## config.mk

```make
export PLATFORM = sky130hd
export DESIGN_NAME = act_unit_driver
export DESIGN_NICKNAME = d
export VERILOG_FILES = /design/src/rtl/act_unit_driver.sv
export SDC_FILE = /design/constraint.sdc
export NUM_CORES = 1
export LEC_CHECK = 0
export ABC_CLOCK_PERIOD_IN_PS = 3800
export BUFFER_PORTS_ARGS = -buffer_cell sky130_fd_sc_hd__buf_2
export CAP_MARGIN = 20
export CORE_MARGIN = 2
export CORE_UTILIZATION = 23
export CTS_BUF_LIST = sky130_fd_sc_hd__clkbuf_4
export CTS_CLUSTER_SIZE = 40
export DETAILED_ROUTE_END_ITERATION = 12
export PLACE_DENSITY_LB_ADDON = 0.1
export SYNTH_ARGS = -nofsm -noshare
export SYNTH_HDL_FRONTEND = slang
export SYNTH_SLANG_ARGS = --single-unit
```

## constraint.sdc

```tcl
create_clock -name clk -period 3.8 [get_ports clk]
set_clock_uncertainty 0.15 [all_clocks]
set_input_delay 0 -clock clk [delete_from_list [all_inputs] [get_ports clk]]
set_output_delay 0 -clock clk [all_outputs]
set_load 0.1 [all_outputs]
```

## src/rtl/act_unit_driver.sv

```systemverilog
// Drives a single en/done activation unit from a 2-deep operand FIFO and
// returns each result (or a timeout error) on a valid/ready output stream.
module act_unit_driver #(
   parameter int DW      = 32,
   parameter int TIMEOUT = 15
) (
   input  logic          clk,
   input  logic          rstn,
   input  logic          in_valid,
   output logic          in_ready,
   input  logic [DW-1:0] in_data,
   output logic          out_valid,
   input  logic          out_ready,
   output logic [DW-1:0] out_data,
   output logic          out_err,
   output logic          act_en,
   output logic [DW-1:0] act_data_in,
   input  logic          act_done,
   input  logic [DW-1:0] act_data_out,
   output logic          busy,
   output logic [15:0]   op_count
);

   localparam logic [1:0] S_IDLE = 2'd0;
   localparam logic [1:0] S_WAIT = 2'd1;
   localparam logic [1:0] S_RESP = 2'd2;

   logic [1:0]    r_state;
   logic [DW-1:0] r_mem [2];
   logic          r_wr_ptr;
   logic          r_rd_ptr;
   logic [1:0]    r_count;
   logic          r_in_ready;
   logic [7:0]    r_wait_cnt;
   logic          r_out_valid;
   logic [DW-1:0] r_out_data;
   logic          r_out_err;
   logic          r_act_en;
   logic [DW-1:0] r_act_data_in;
   logic [15:0]   r_op_count;

   logic          w_push;
   logic          w_pop;
   logic [1:0]    w_count_next;
   logic          w_timeout;

   // in_ready is registered as !full, so a full FIFO refuses a push even
   // when the head is popped in the same cycle.
   assign w_push       = in_valid && r_in_ready;
   assign w_pop        = (r_state == S_IDLE) && (r_count != 2'd0);
   assign w_count_next = r_count + {1'b0, w_push} - {1'b0, w_pop};
   assign w_timeout    = (r_wait_cnt == 8'(TIMEOUT - 1));

   always_ff @(posedge clk or negedge rstn) begin
      if (!rstn) begin
         r_state       <= S_IDLE;
         r_mem[0]      <= '0;
         r_mem[1]      <= '0;
         r_wr_ptr      <= 1'b0;
         r_rd_ptr      <= 1'b0;
         r_count       <= 2'd0;
         r_in_ready    <= 1'b1;
         r_wait_cnt    <= 8'd0;
         r_out_valid   <= 1'b0;
         r_out_data    <= '0;
         r_out_err     <= 1'b0;
         r_act_en      <= 1'b0;
         r_act_data_in <= '0;
         r_op_count    <= 16'd0;
      end else begin
         if (w_push) begin
            r_mem[r_wr_ptr] <= in_data;
            r_wr_ptr        <= ~r_wr_ptr;
         end
         if (w_pop) begin
            r_rd_ptr <= ~r_rd_ptr;
         end
         r_count    <= w_count_next;
         r_in_ready <= (w_count_next != 2'd2);

         case (r_state)
            S_IDLE: begin
               if (w_pop) begin
                  r_act_data_in <= r_mem[r_rd_ptr];
                  r_act_en      <= 1'b1;
                  r_wait_cnt    <= 8'd0;
                  r_state       <= S_WAIT;
               end
            end
            // act_done is only looked at here, so a stale done left over
            // from the previous operation can never complete a new one.
            S_WAIT: begin
               if (act_done) begin
                  r_out_data  <= act_data_out;
                  r_out_err   <= 1'b0;
                  r_act_en    <= 1'b0;
                  r_out_valid <= 1'b1;
                  r_state     <= S_RESP;
               end else if (w_timeout) begin
                  r_out_data  <= '0;
                  r_out_err   <= 1'b1;
                  r_act_en    <= 1'b0;
                  r_out_valid <= 1'b1;
                  r_state     <= S_RESP;
               end else begin
                  r_wait_cnt <= r_wait_cnt + 8'd1;
               end
            end
            S_RESP: begin
               if (out_ready) begin
                  r_out_valid <= 1'b0;
                  r_op_count  <= r_op_count + 16'd1;
                  r_state     <= S_IDLE;
               end
            end
            default: begin
               r_state <= S_IDLE;
            end
         endcase
      end
   end

   assign in_ready    = r_in_ready;
   assign out_valid   = r_out_valid;
   assign out_data    = r_out_data;
   assign out_err     = r_out_err;
   assign act_en      = r_act_en;
   assign act_data_in = r_act_data_in;
   assign op_count    = r_op_count;
   assign busy        = (r_state != S_IDLE) || (r_count != 2'd0);

endmodule

```

After elaboration in Yosys (flattened, before gate mapping)
Cells that the tools add are included.
{ "word_totals": {"reg_bits": 162, "in_bits": 69, "output_inout_bits": 85, "word_cells": 77} }
{ "classes": {"addsub": 4, "magnitude_cmp": 3, "n_eq_ne": 9, "n_mux": 26, "bitwise_logic": 4, "reduce_logical": 17} }
{ "op_table": {"columns": ["cell", "n"], "rows": [
  ["$mux W32", 6],
  ["$bwmux W64", 1],
  ["$demux W32 S1", 1],
  ["$mux W8", 3],
  ["$add A16 B1 Y16 const B", 1],
  ["$pmux W8 S2", 1],
  ["$ne A2 B2 Y1 const B", 5],
  ["$reduce_bool A2 Y1", 5],
  ["$reduce_and A3 Y1", 3],
  ["$add A8 B1 Y8 const B", 1],
  ["$eq A8 B4 Y1 const B", 1],
  ["$mux W2", 4],
  ["$mux W1", 7],
  ["$pmux W2 S3", 1],
  ["$reduce_and A2 Y1", 3],
  ["$ge A2 B2 Y1 const B", 2],
  ["$not A1 Y2", 2],
  ["$pmux W1 S2", 2],
  ["$reduce_and A4 Y1", 1],
  ["$logic_and A1 B1 Y1", 3],
  ["$ne A3 B3 Y1 const B", 1],
  ["$add A2 B1 Y2", 1],
  ["$eq A2 B1 Y1 const B", 1],
  ["$eq A2 B2 Y1 const B", 1],
  ["5 further kinds", 6]
]} }

Logic depth before layout (Yosys ltp)
{ "logic_depth": {"word_depth": 6, "ltp_mapped": 10, "mapped_depth_nobuf": 9} }

Worst setup path before layout
OpenSTA, ideal clock, no wires.
{ "synth_timing": {"kind": "reg2reg", "from": "reg r_op_count[0] (netlist: op_count[0])", "to": "reg r_op_count[12] (netlist: op_count[12])", "setup_ns": 0.159, "arrival_time_ns": 2.062, "t_required_ns": 3.491, "slack_ns": 1.430, "stages_incl_launch_ff": 6, "n_path_buf": 0, "synth_period_minus_slack_ns": 2.370, "cell_sequence": "dfrtp_1 -> ha_1 -> nand4b_1 -> nor4_1 -> nand2_1 -> xnor2_1"} }
{ "synth_between": {"elab_chain_cells": 1} }
{ "synth_lines": {"columns": ["element", "line", "rtl"], "rows": [
  ["start: declaration", "40", "logic [15:0] r_op_count;"],
  ["start signal: assignment", "112", "r_op_count <= r_op_count + 16'd1;"],
  ["$add A16 B1 Y16", "112", null]
]} }
Every way passes these cells.
A chain may end at the register's enable or synchronous reset.

Worst setup path after layout
{ "layout_timing": {"from": "reg r_wait_cnt[0]", "to": "reg r_out_data[25] (netlist: out_data[25])"} }
{ "layout_between": {"elab_chain_cells": 3} }
{ "layout_lines": {"columns": ["element", "line", "rtl"], "rows": [
  ["start: declaration", "34", "logic [7:0] r_wait_cnt;"],
  ["start signal: assignment", "106", "r_wait_cnt <= r_wait_cnt + 8'd1;"],
  ["$eq A8 B4 Y1", "52", "assign w_timeout = (r_wait_cnt == 8'(TIMEOUT - 1));"],
  ["$reduce_bool A2 Y1 (no line)", null, null],
  ["$reduce_and A2 Y1 (no line)", null, null],
  ["end signal: assignment", "94", "r_out_data <= act_data_out;"],
  ["end: declaration", "36", "logic [DW-1:0] r_out_data;"]
]} }
Every way passes these cells.

==> metrics.yaml <==
run_status:
  status: "finished clean"
run:
  maxCapViolations: 0
logic_synthesis:
  ys_top_cells_by_count: "161 x dfrtp_1, 65 x mux2_2, 45 x nand2_1"
  syn_inst: 494
  synth_edf_count: 0
  yosysTopAreaCell: "dfrtp_1"
  synth_compound_area_share_pct: 8.407
  async_reset_ff_share_pct: 100.0
  yosysUniqueCellTypes: 44
  ys_seq_area_share_pct: 62.06
  synth-adder-area-share_pct: 0.9575
  synth_top_cell_area_share_pct: 61.66
  synth_top_family_by_area: "multiplexers"
  yosysMostFrequentCell: "dfrtp_1"
  synth.area.top_cells: "dfrtp_1 62%, mux2_2 11%, mux2i_1 4.9%"
  synthMuxAreaShare_pct: 16.10
  syn_area_sq_um: 6534
  ys.flop_type: "dfrtp_1"
  syn-num-nets: 568
  avgSynthCellArea_sq_um: 13.23
  yosys.area_share.simple_pct: 7.411
  yosysWarnings: 0
  synth_xor_area_share_pct: 2.681
  ys_seq_elements: 162
place:
  hpwlAfterDp_mm: 10.08
  gp_congestion: 0.7190
  portBuffers: 153
clock_tree:
  cts_tree: "built"
  clk_pin_slew_ns: 0.16
  insertion_delay_ns: 0.54
  numCtsBuffers: 17
  cts_buffer_depth: 2
  root_buffer: "clkbuf_4"
  htreeDepth: 4
  cts.repair.resized: 0
  post-cts-setup-buffers: 0
  cts-hold-fix-buffers: 129
  cts.sinks: 162
grt:
  grt_max_degree: 86
  grt_pass1_wl_mm: 27.64
  antenna_found_initial: 2
  first_global_vias: 5278
  overflow: 0
  grt_use_total_pct: 11.65
die:
  fp.dieArea_sq_um: 29770
  die_w_microns: 172.5
  start_util_pct: 23.45
  die_y_microns: 172.5
  fp.coreArea_sq_um: 27860
  rows: 61
  io_pins: 154
routing:
  vias: 4841
  drt-initial-drc-count: 123
  drt.antenna.violating_nets: 0
  routed_wl_mm: 16.85
  met3WireLength_mm: 1.009
  first_pass_iters: 4
  wl_met1_mm: 7.711
  via_per_inst: 4.148
  dr.max_layer_used: "met4"
  drc: 0
  wl_per_cell_microns: 14.44
  route.met2.wl_mm: 8.016
timing:
  slew_headroom_pct: 32.80
  finalWorstPathRequiredPeriod_ns: 2.652
  hold_viol_final: 0
  max_freq_mhz: 377.1
  setup_tns_ns: 0
  hold_ws_ns: 0.07665
  period_share_pct: 69.78
  tightest_slew_ns: 1.008
  rsz0062_at_grt: "no"
  setup_viol: 0
  report.final.slew_viol_count: 0
setup_path:
  crit_chain: "inv_1 -> ha_1 -> and4bb_1 -> and3_1 -> o21ai_2 -> buf_4 -> a22o_1 -> dlygate4sd3_1"
  path_class: "flip-flop to flip-flop"
  critPathSlowestCell: "dlygate4sd3_1"
  cp-end-kind: "flip-flop"
  critical_path_required_ns: 4.13
  worstPathArrival_ns: 2.98
  cp-start-kind: "flip-flop"
  crit_fanout: 35
  cpPeakStageDelay_ns: 0.56
hold_path:
  hold_path.class: "input pin to flip-flop"
cells_and_area:
  finish.net_count: 848
  drive_gt1_share_pct: 34.05
  area_growth_pct: 43.91
## placed cells by master (no fill, tap or decap), types with 2 or more instances in the layout
| cell | count |
|---|---|
| or3_1 | 2 |
| buf_16 | 2 |
| a21oi_1 | 5 |
| ha_1 | 5 |
| xnor2_1 | 13 |
| xor2_1 | 7 |
| clkbuf_4 | 18 |
| and3_1 | 2 |
| diode_2 | 2 |
| buf_2 | 152 |
| nand2_1 | 45 |
| mux2i_1 | 32 |
| dlygate4sd3_1 | 128 |
| clkinvlp_4 | 2 |
| inv_6 | 6 |
| bufinv_16 | 4 |
| nand2b_1 | 2 |
| o21ai_0 | 34 |
| buf_12 | 2 |
| and4_1 | 3 |
| inv_1 | 5 |
| nand3_1 | 6 |
| or4_1 | 4 |
| dfrtp_1 | 160 |
| nand4_1 | 6 |
| mux2_2 | 65 |
| a22o_1 | 32 |
| buf_4 | 3 |
| nor2_1 | 12 |
| o31ai_1 | 4 |
## per-stage QoR
stage / area, sq um / setup WS [ns] / std cells / utilization, %
finish: 9403 / 1.148 / 1167 / 33.75
global route: 9400 / 1.010 / 1166 / 33.74
CTS: 9398 / 1.181 / 1165 / 33.73
detailed placement: 7754 / 1.753 / 1004 / 27.83
global placement: 7706 / 1.535 / 1002 / 27.66
floorplan: 6534 / 1.430 / 494 / -
## sequential cells by signal (all words and copies together), names as in the netlist, 2 cells and up
name         cells
act_data_in     32
r_count          2
r_wait_cnt       8
out_data        32
op_count        16
r_state          2
r_mem           64
## routing by layer
layer  vias up  global-route usage, %
met4         0                  2.600
met1      2379                  14.59
met2       132                  19.54
met5         -                      0
li1       2321                      -
met3         9                  3.848
## worst paths after layout
| check | start | end | slack, ns | depth (start not counted) |
|---|---|---|---|---|
| worst min-delay path | in_data[4] | r_mem[36] | 0.08 | 3 |
| max in group asynchronous | rstn | r_mem[17] | 2.65 | 4 |
| worst max register to register | r_wait_cnt[0] | out_data[25] | 1.15 | 8 |
| min in group asynchronous | rstn | in_ready | 0.38 | 3 |
| worst max-delay path | r_wait_cnt[0] | out_data[25] | 1.15 | 8 |
| worst min register to register | op_count[15] | op_count[15] | 0.33 | 1 |
## worst max-delay path: cells and delay by family (launching register included)
kind | cells | cell delay, ns
AND/OR/NAND/NOR | 2 | 0.43
buffers and inverters | 3 | 1.02
flip-flops | 1 | 0.45
adder cells (fa/ha/maj) | 1 | 0.20
AO/OA/AOI/OAI | 2 | 0.36
## cell families after synthesis
| group | count (synthesis) |
|---|---|
| xor+xnor | 20 |
| compound gates | 81 |
| flops | 162 |
| buf+inv | 33 |
| simple gates | 96 |
| mux | 97 |
| fa+ha+maj | 5 |
## final cells by class
type / instances / area (sq um)
Inverter: 6 / 22.52
Timing Repair Buffer: 288 / 2171
Fill cell: 2782 / 18460
Clock inverter: 14 / 200.2
Clock buffer: 18 / 135.1
Multi-Input combinational cell: 299 / 2340
Antenna cell: 2 / 5.005
Tap cell: 378 / 473.0
Sequential cell: 162 / 4056
Power is not shown: default switching activity piles up to over one toggle a cycle in this logic, so the estimate is an artifact.
